<file path="src/rtl/mobius_pkg.sv">
// Shared types and helpers for the sequenced Mobius transform engine.
//   mobius_state_t : engine FSM state (IDLE, RUN, DONE)
//   clog2()        : ceiling log2, usable in constant expressions
//   stage_w()      : width of the stage counter for a given LOG2_N
package mobius_pkg;

  typedef enum logic [1:0] {
    IDLE = 2'd0,
    RUN  = 2'd1,
    DONE = 2'd2
  } mobius_state_t;

  function automatic int clog2(input int value);
    int result;
    result = 0;
    for (int v = value - 1; v > 0; v = v >> 1) begin
      result++;
    end
    return result;
  endfunction

  // Stage counter must encode 0..LOG2_N-1; a one-stage engine still needs one bit.
  function automatic int stage_w(input int log2_n);
    return (clog2(log2_n) < 1) ? 1 : clog2(log2_n);
  endfunction

  localparam int DEFAULT_N      = 64;
  localparam int DEFAULT_LOG2_N = 6;

endpackage

</file>
<file path="src/rtl/mobius_stage_var.sv">
// One runtime-selectable Mobius butterfly stage over GF(2).
//   vec      [0:N-1]       : input vector, index 0 is the MSB
//   sel      [STAGE_W-1:0] : stage number 0..LOG2_N-1
//   vec_next [0:N-1]       : vec after applying stage 'sel'
// Stage s uses half = N >> (s+1): every index with the 'half' bit set
// absorbs (XOR) its partner index i-half. Purely combinational.
module mobius_stage_var
  import mobius_pkg::*;
#(
  parameter  int N       = DEFAULT_N,
  parameter  int LOG2_N  = DEFAULT_LOG2_N,
  localparam int STAGE_W = stage_w(LOG2_N)
) (
  input  logic [0:N-1]         vec,
  input  logic [STAGE_W-1:0]   sel,
  output logic [0:N-1]         vec_next
);

  logic [0:N-1] stage_out [LOG2_N];

  for (genvar s = 0; s < LOG2_N; s++) begin : g_stage
    localparam int HALF = N >> (s + 1);
    logic [0:N-1] v;

    for (genvar i = 0; i < N; i++) begin : g_bit
      if ((i & HALF) == 0) begin : g_keep
        assign v[i] = vec[i];
      end else begin : g_xor
        assign v[i] = vec[i] ^ vec[i - HALF];
      end
    end

    assign stage_out[s] = v;
  end

  // NOTE: the default assignment before the selection loop guarantees
  // vec_next is written on every path, so no latch is inferred.
  always_comb begin
    vec_next = stage_out[0];
    for (int k = 0; k < LOG2_N; k++) begin
      if (sel == STAGE_W'(k)) vec_next = stage_out[k];
    end
  end

endmodule

</file>
<file path="src/rtl/mobius_seq.sv">
// Folded Mobius transform engine: one butterfly stage per clock.
//   clk, rst          : rising-edge clock, synchronous active-high reset
//   in_valid/in_ready : producer handshake, in_data [0:N-1] (index 0 = MSB)
//   out_valid/out_ready : consumer handshake, out_data [0:N-1]
//   busy              : high while stages are being applied
//   stage_idx         : current stage number (debug)
// A vector accepted in cycle T is presented from cycle T+LOG2_N+1. In DONE
// a consumer handshake and a new accept may coincide, giving back-to-back
// operation with no idle cycle.
module mobius_seq
  import mobius_pkg::*;
#(
  parameter  int N       = DEFAULT_N,
  parameter  int LOG2_N  = DEFAULT_LOG2_N,
  localparam int STAGE_W = stage_w(LOG2_N)
) (
  input  logic               clk,
  input  logic               rst,
  input  logic               in_valid,
  output logic               in_ready,
  input  logic [0:N-1]       in_data,
  output logic               out_valid,
  input  logic               out_ready,
  output logic [0:N-1]       out_data,
  output logic               busy,
  output logic [STAGE_W-1:0] stage_idx
);

  if (N < 2 || (1 << LOG2_N) != N) begin : g_param_check
    $fatal(1, "mobius_seq: N must be a power of two >= 2 and equal 2**LOG2_N");
  end

  localparam logic [STAGE_W-1:0] LAST_STAGE = STAGE_W'(LOG2_N - 1);

  mobius_state_t      state, state_next;
  logic [0:N-1]       work, work_next;
  logic [0:N-1]       stage_out;
  logic [STAGE_W-1:0] stage_next;
  logic               accept;

  mobius_stage_var #(
    .N      (N),
    .LOG2_N (LOG2_N)
  ) u_stage (
    .vec      (work),
    .sel      (stage_idx),
    .vec_next (stage_out)
  );

  // in_ready deliberately ignores in_valid so the producer never sees a
  // combinational loop through the handshake.
  assign in_ready  = (state == IDLE) || ((state == DONE) && out_ready);
  assign accept    = in_valid && in_ready;
  assign out_valid = (state == DONE);
  assign busy      = (state == RUN);
  assign out_data  = work;

  // NOTE: state is updated with non-blocking assignments so every flop
  // samples the pre-edge values; the working register is reset too so
  // out_data reads as zero after reset.
  always_ff @(posedge clk) begin
    if (rst) begin
      state     <= IDLE;
      work      <= '0;
      stage_idx <= '0;
    end else begin
      state     <= state_next;
      work      <= work_next;
      stage_idx <= stage_next;
    end
  end

  always_comb begin
    state_next = state;
    work_next  = work;
    stage_next = stage_idx;

    case (state)
      IDLE: begin
        if (accept) begin
          work_next  = in_data;
          stage_next = '0;
          state_next = RUN;
        end
      end
      RUN: begin
        work_next = stage_out;
        if (stage_idx == LAST_STAGE) begin
          stage_next = '0;
          state_next = DONE;
        end else begin
          stage_next = stage_idx + STAGE_W'(1);
        end
      end
      DONE: begin
        if (accept) begin
          work_next  = in_data;
          stage_next = '0;
          state_next = RUN;
        end else if (out_ready) begin
          state_next = IDLE;
        end
      end
      default: begin
        state_next = IDLE;
      end
    endcase
  end

endmodule
</file>
<file path="config.mk">
export PLATFORM = sky130hd
export DESIGN_NAME = mobius_seq
export DESIGN_NICKNAME = d
export VERILOG_FILES = /design/src/rtl/mobius_pkg.sv /design/src/rtl/mobius_stage_var.sv /design/src/rtl/mobius_seq.sv
export SDC_FILE = /design/constraint.sdc
export NUM_CORES = 1
export LEC_CHECK = 0
export CAP_MARGIN = 20
export CORE_ASPECT_RATIO = 0.6
export CORE_UTILIZATION = 49
export DETAILED_ROUTE_END_ITERATION = 12
export HOLD_SLACK_MARGIN = 0.02
export PLACE_DENSITY = 0.87
export SLEW_MARGIN = 20
export SYNTH_ARGS = -nofsm -noshare
export SYNTH_HDL_FRONTEND = slang
export SYNTH_SLANG_ARGS = --single-unit
</file>
<file path="constraint.sdc">
create_clock -name clk -period 2.6 [get_ports clk]
set_clock_uncertainty 0.05 [all_clocks]
set_input_delay 0.78 -clock clk [delete_from_list [all_inputs] [get_ports clk]]
set_output_delay 0.78 -clock clk [all_outputs]
set_load 0.02 [all_outputs]
</file>
==> flow_summary.yaml <==
status:
  status: "finished with violations"
  violations: "design-rule violations"
pwr:
  p_int_mw: 2.94
  swShare_pct: 40.3
  switchingPower_mw: 1.98
  p_per_area_nw_per_um2: 512
  ir_drop_v: 0.000325
  power_frac_seq_pct: 27.1
  leakagePower_nw: 3.64
  combPwrFrac_pct: 47.3
  power_mw: 4.92
  p_clk_share_pct: 25.7
critical_path:
  cp_num_buf_inv: 2
  end_kind: "primary output"
  cp_cell_sequence: "nand2b_4 -> inv_1 -> clkdlybuf4s50_1"
  crit_path_start_kind: "flip-flop"
  critPathMaxStageDelay_ns: 0.64
  critPathKind: "reg2out"
  cp.arrival_ns: 1.72
  critPathRequiredTime_ns: 1.77
  slowest_stage: "clkdlybuf4s50_1"
  crit_fanout: 13
  crit_family: "buffers and inverters"
cts:
  insertion_delay_ns: 0.34
  cts_root_buf: "clkbuf_16"
  numCtsBuffers: 9
  cts_max_level: 3
  cts_tree: "yes"
  clkSlewWorstSetupHoldPaths_ns: 0.06
  clk_path_buf_depth: 2
  cts.sinks: 69
final_layout:
  fillers: 1225
  nets: 1190
  drive_above_1_share_pct: 17.0
  area_growth_pct: 36.2
  antennaDiodeCount: 0
logic_synthesis:
  synth_nets: 1031
  yosysWarnings: 0
  ys.flop_type: "dfxtp_1"
  syn_area_um2: 7060
  ys_ff_latch: 69
  avgSynthCellArea_um2: 7.34
  synthDistinctLibCells: 74
  synth_edf_count: 0
  async_reset_ff_share_pct: 0
  seq_area_frac_synth_pct: 19.6
  synthCells: 962
floorplanning:
  rows: 33
  ios: 138
  fp.dieW_um: 157
  initial_core_util_pct: 50.9
  die_h_um: 95.0
  die_area_um2: 14900
  design.core.area_um2: 13900
routing:
  wl_per_cell_um: 27.0
  first_iter_violations: 1524
  ant_nets: 0
  vias_per_cell: 7.04
  first_pass_iters: 11
  totalWireLength_um: 35600
  drc: 1
  via_count: 9266
global_route:
  track_usage_pct: 47.7
  first_global_vias: 8333
  grt_first_pass_wirelength_um: 51900
  antenna_found_initial: 0
  grt_max_degree: 56
  grt_overflow: 0
sta:
  tightest_slew_ns: 1.09
  whs_ns: 0.562
  setup_viol: 0
  period_needed_ns: 2.55
  tns_ns: 0
  hold_viol: 0
  maxSlewHeadroom_pct: 26.9
  drv_slew: 0
  max_freq_mhz: 392
  rsz0062_at_grt: "false"
  min_period_over_period_pct: 98.2
place:
  port_buffers: 137
  gp_congestion: 1.06
  dp_hpwl_um: 25700
run:
  max-cap-violations: 0
min_path:
  hold_class: "reg2reg"
==> kinds of logic (layout without fill, tap and decap cells) <==
family	count (synthesis)	after routing	synth area share (%)
buf+inv	156	319	9.24
mux	25	25	3.58
simple gates	247	247	18.3
fa+ha+maj	1	1	0.177
xor+xnor	106	106	13.2
flops	69	69	19.6
compound gates	358	358	36.0
==> worst paths after layout <==
kind / slack (ns) / end / depth (start not counted) / startpoint
setup reg to reg: 0.07 / out_data[6] / 6 / stage_idx[2]
hold reg to reg: 0.56 / out_data[63] / 2 / out_data[63]
setup / recovery: 0.05 / busy / 3 / state[0]
hold / removal: 0.56 / out_data[63] / 2 / out_data[63]
==> stage by stage <==
step,util [%],instance area (um2),std cells,worst slack [ns]
5_1_grt,69.3,9610,1317,0.00735
6_report,69.3,9610,1317,0.0479
3_5_place_dp,67.2,9330,1302,-0.242
2_1_floorplan,-,7120,962,-0.0663
3_3_place_gp,67.2,9330,1302,-0.250
4_1_cts,69.2,9610,1317,0.0162
==> what timing repair did <==
| item | 4_1_cts | 5_1_grt |
|---|---|---|
| hold buffers | 0 | 0 |
| setup endpoints to repair | 1 | 3 |
| gates resized for setup | 1 | 4 |
| gates cloned | 0 | 0 |
| setup buffers | 0 | 0 |
==> power groups by stage <==
stage / Sequential (mW) / Combinational (mW) / Clock [mW]
after detailed placement: 1.34 / 2.22 / 0
after floorplan: 1.41 / 1.19 / 0
final: 1.33 / 2.33 / 1.26
after global routing: 1.34 / 2.42 / 1.29
after CTS: 1.32 / 2.23 / 1.27
after global placement: 1.34 / 2.19 / 0
==> routing by layer <==
metal	wire, um	vias to the layer above	GRT usage (%)
met3	6600	165	19.4
met4	1460	0	16.6
met2	13400	919	64.9
li1	-	3922	-
met1	14200	4260	66.2
met5	0	-	1.70
==> tightest hold or removal path: cells and delay by family (launching register included) <==
kind,cells,cell delay (ns)
AO/OA/AOI/OAI,2,0.21
flip-flops,1,0.36
==> final cells by class <==
type,instances,area (um2),share of cell area (%)
clock buffers,11,233,2.42
flip-flops and latches,69,1390,14.5
repair buffers,285,2570,26.8
multi-input cells,737,5050,52.6
inverters,19,71.3,0.742
clock inverters,4,50.0,0.521
well taps,192,240,2.50
==> cell usage in the layout, fill, tap and decap left out, drive strengths merged, types with 6 or more instances in the layout <==
| cell | instances |
|---|---|
| a211oi | 13 |
| a21oi | 77 |
| a221o | 10 |
| a221oi | 19 |
| a22oi | 16 |
| a311oi | 24 |
| a31oi | 16 |
| a32o | 6 |
| a32oi | 8 |
| buf | 149 |
| clkbuf | 12 |
| clkdlybuf4s50 | 135 |
| dfxtp | 69 |
| inv | 18 |
| mux2i | 23 |
| nand2 | 45 |
| nand2b | 15 |
| nand3 | 21 |
| nand3b | 6 |
| nor2 | 71 |
| nor2b | 9 |
| nor3 | 28 |
| nor4 | 7 |
| o211ai | 15 |
| o21a | 7 |
| o21ai | 56 |
| o221ai | 22 |
| o22ai | 13 |
| o31ai | 8 |
| or3 | 8 |
| xnor2 | 58 |
| xor2 | 48 |
==> synth_stat cells (4+ instances only) <==
library cell  instances  area [um2]
a21boi_0              5        37.5
clkbuf_1             60         225
nor2_1               71         267
o22ai_1              13        81.3
o221ai_1             22         193
buf_2                38         190
dfxtp_1              69        1380
inv_1                17        63.8
a221oi_1             18         158
a211oi_1             13        97.6
nand2b_1             14        87.6
o21ai_0              55         275
nand2_1              45         169
a21oi_1              77         385
buf_1                34         128
xor2_1               48         420
o211ai_1             15         113
o31ai_1               8        60.1
nor2b_1               9        56.3
nand3b_1              6        45.0
nor3b_1               4        30.0
o311ai_0              4        35.0
a32o_1                6        60.1
or3_1                 8        50.1
a311oi_1             24         210
nor3_1               28         140
o21a_1                7        52.6
a221o_1              10         100
a32oi_1               8        70.1
and3_1                5        31.3
and2_1                4        25.0
buf_4                 5        37.5
mux2i_1              23         230
nor4_1                6        37.5
a22oi_1              16         120
a31oi_1              16         100
nand3_1              21         105
o41ai_1               5        43.8
xnor2_1              58         508
o221a_2               4        45.0
a21o_1                5        37.5
o32ai_1               5        43.8
==> state kept, by name, summed over array words and instances, names as in the netlist <==
register,flops
out_data,64
stage_idx,3
state,2
Note: power is estimated with default switching activity, not from simulation.
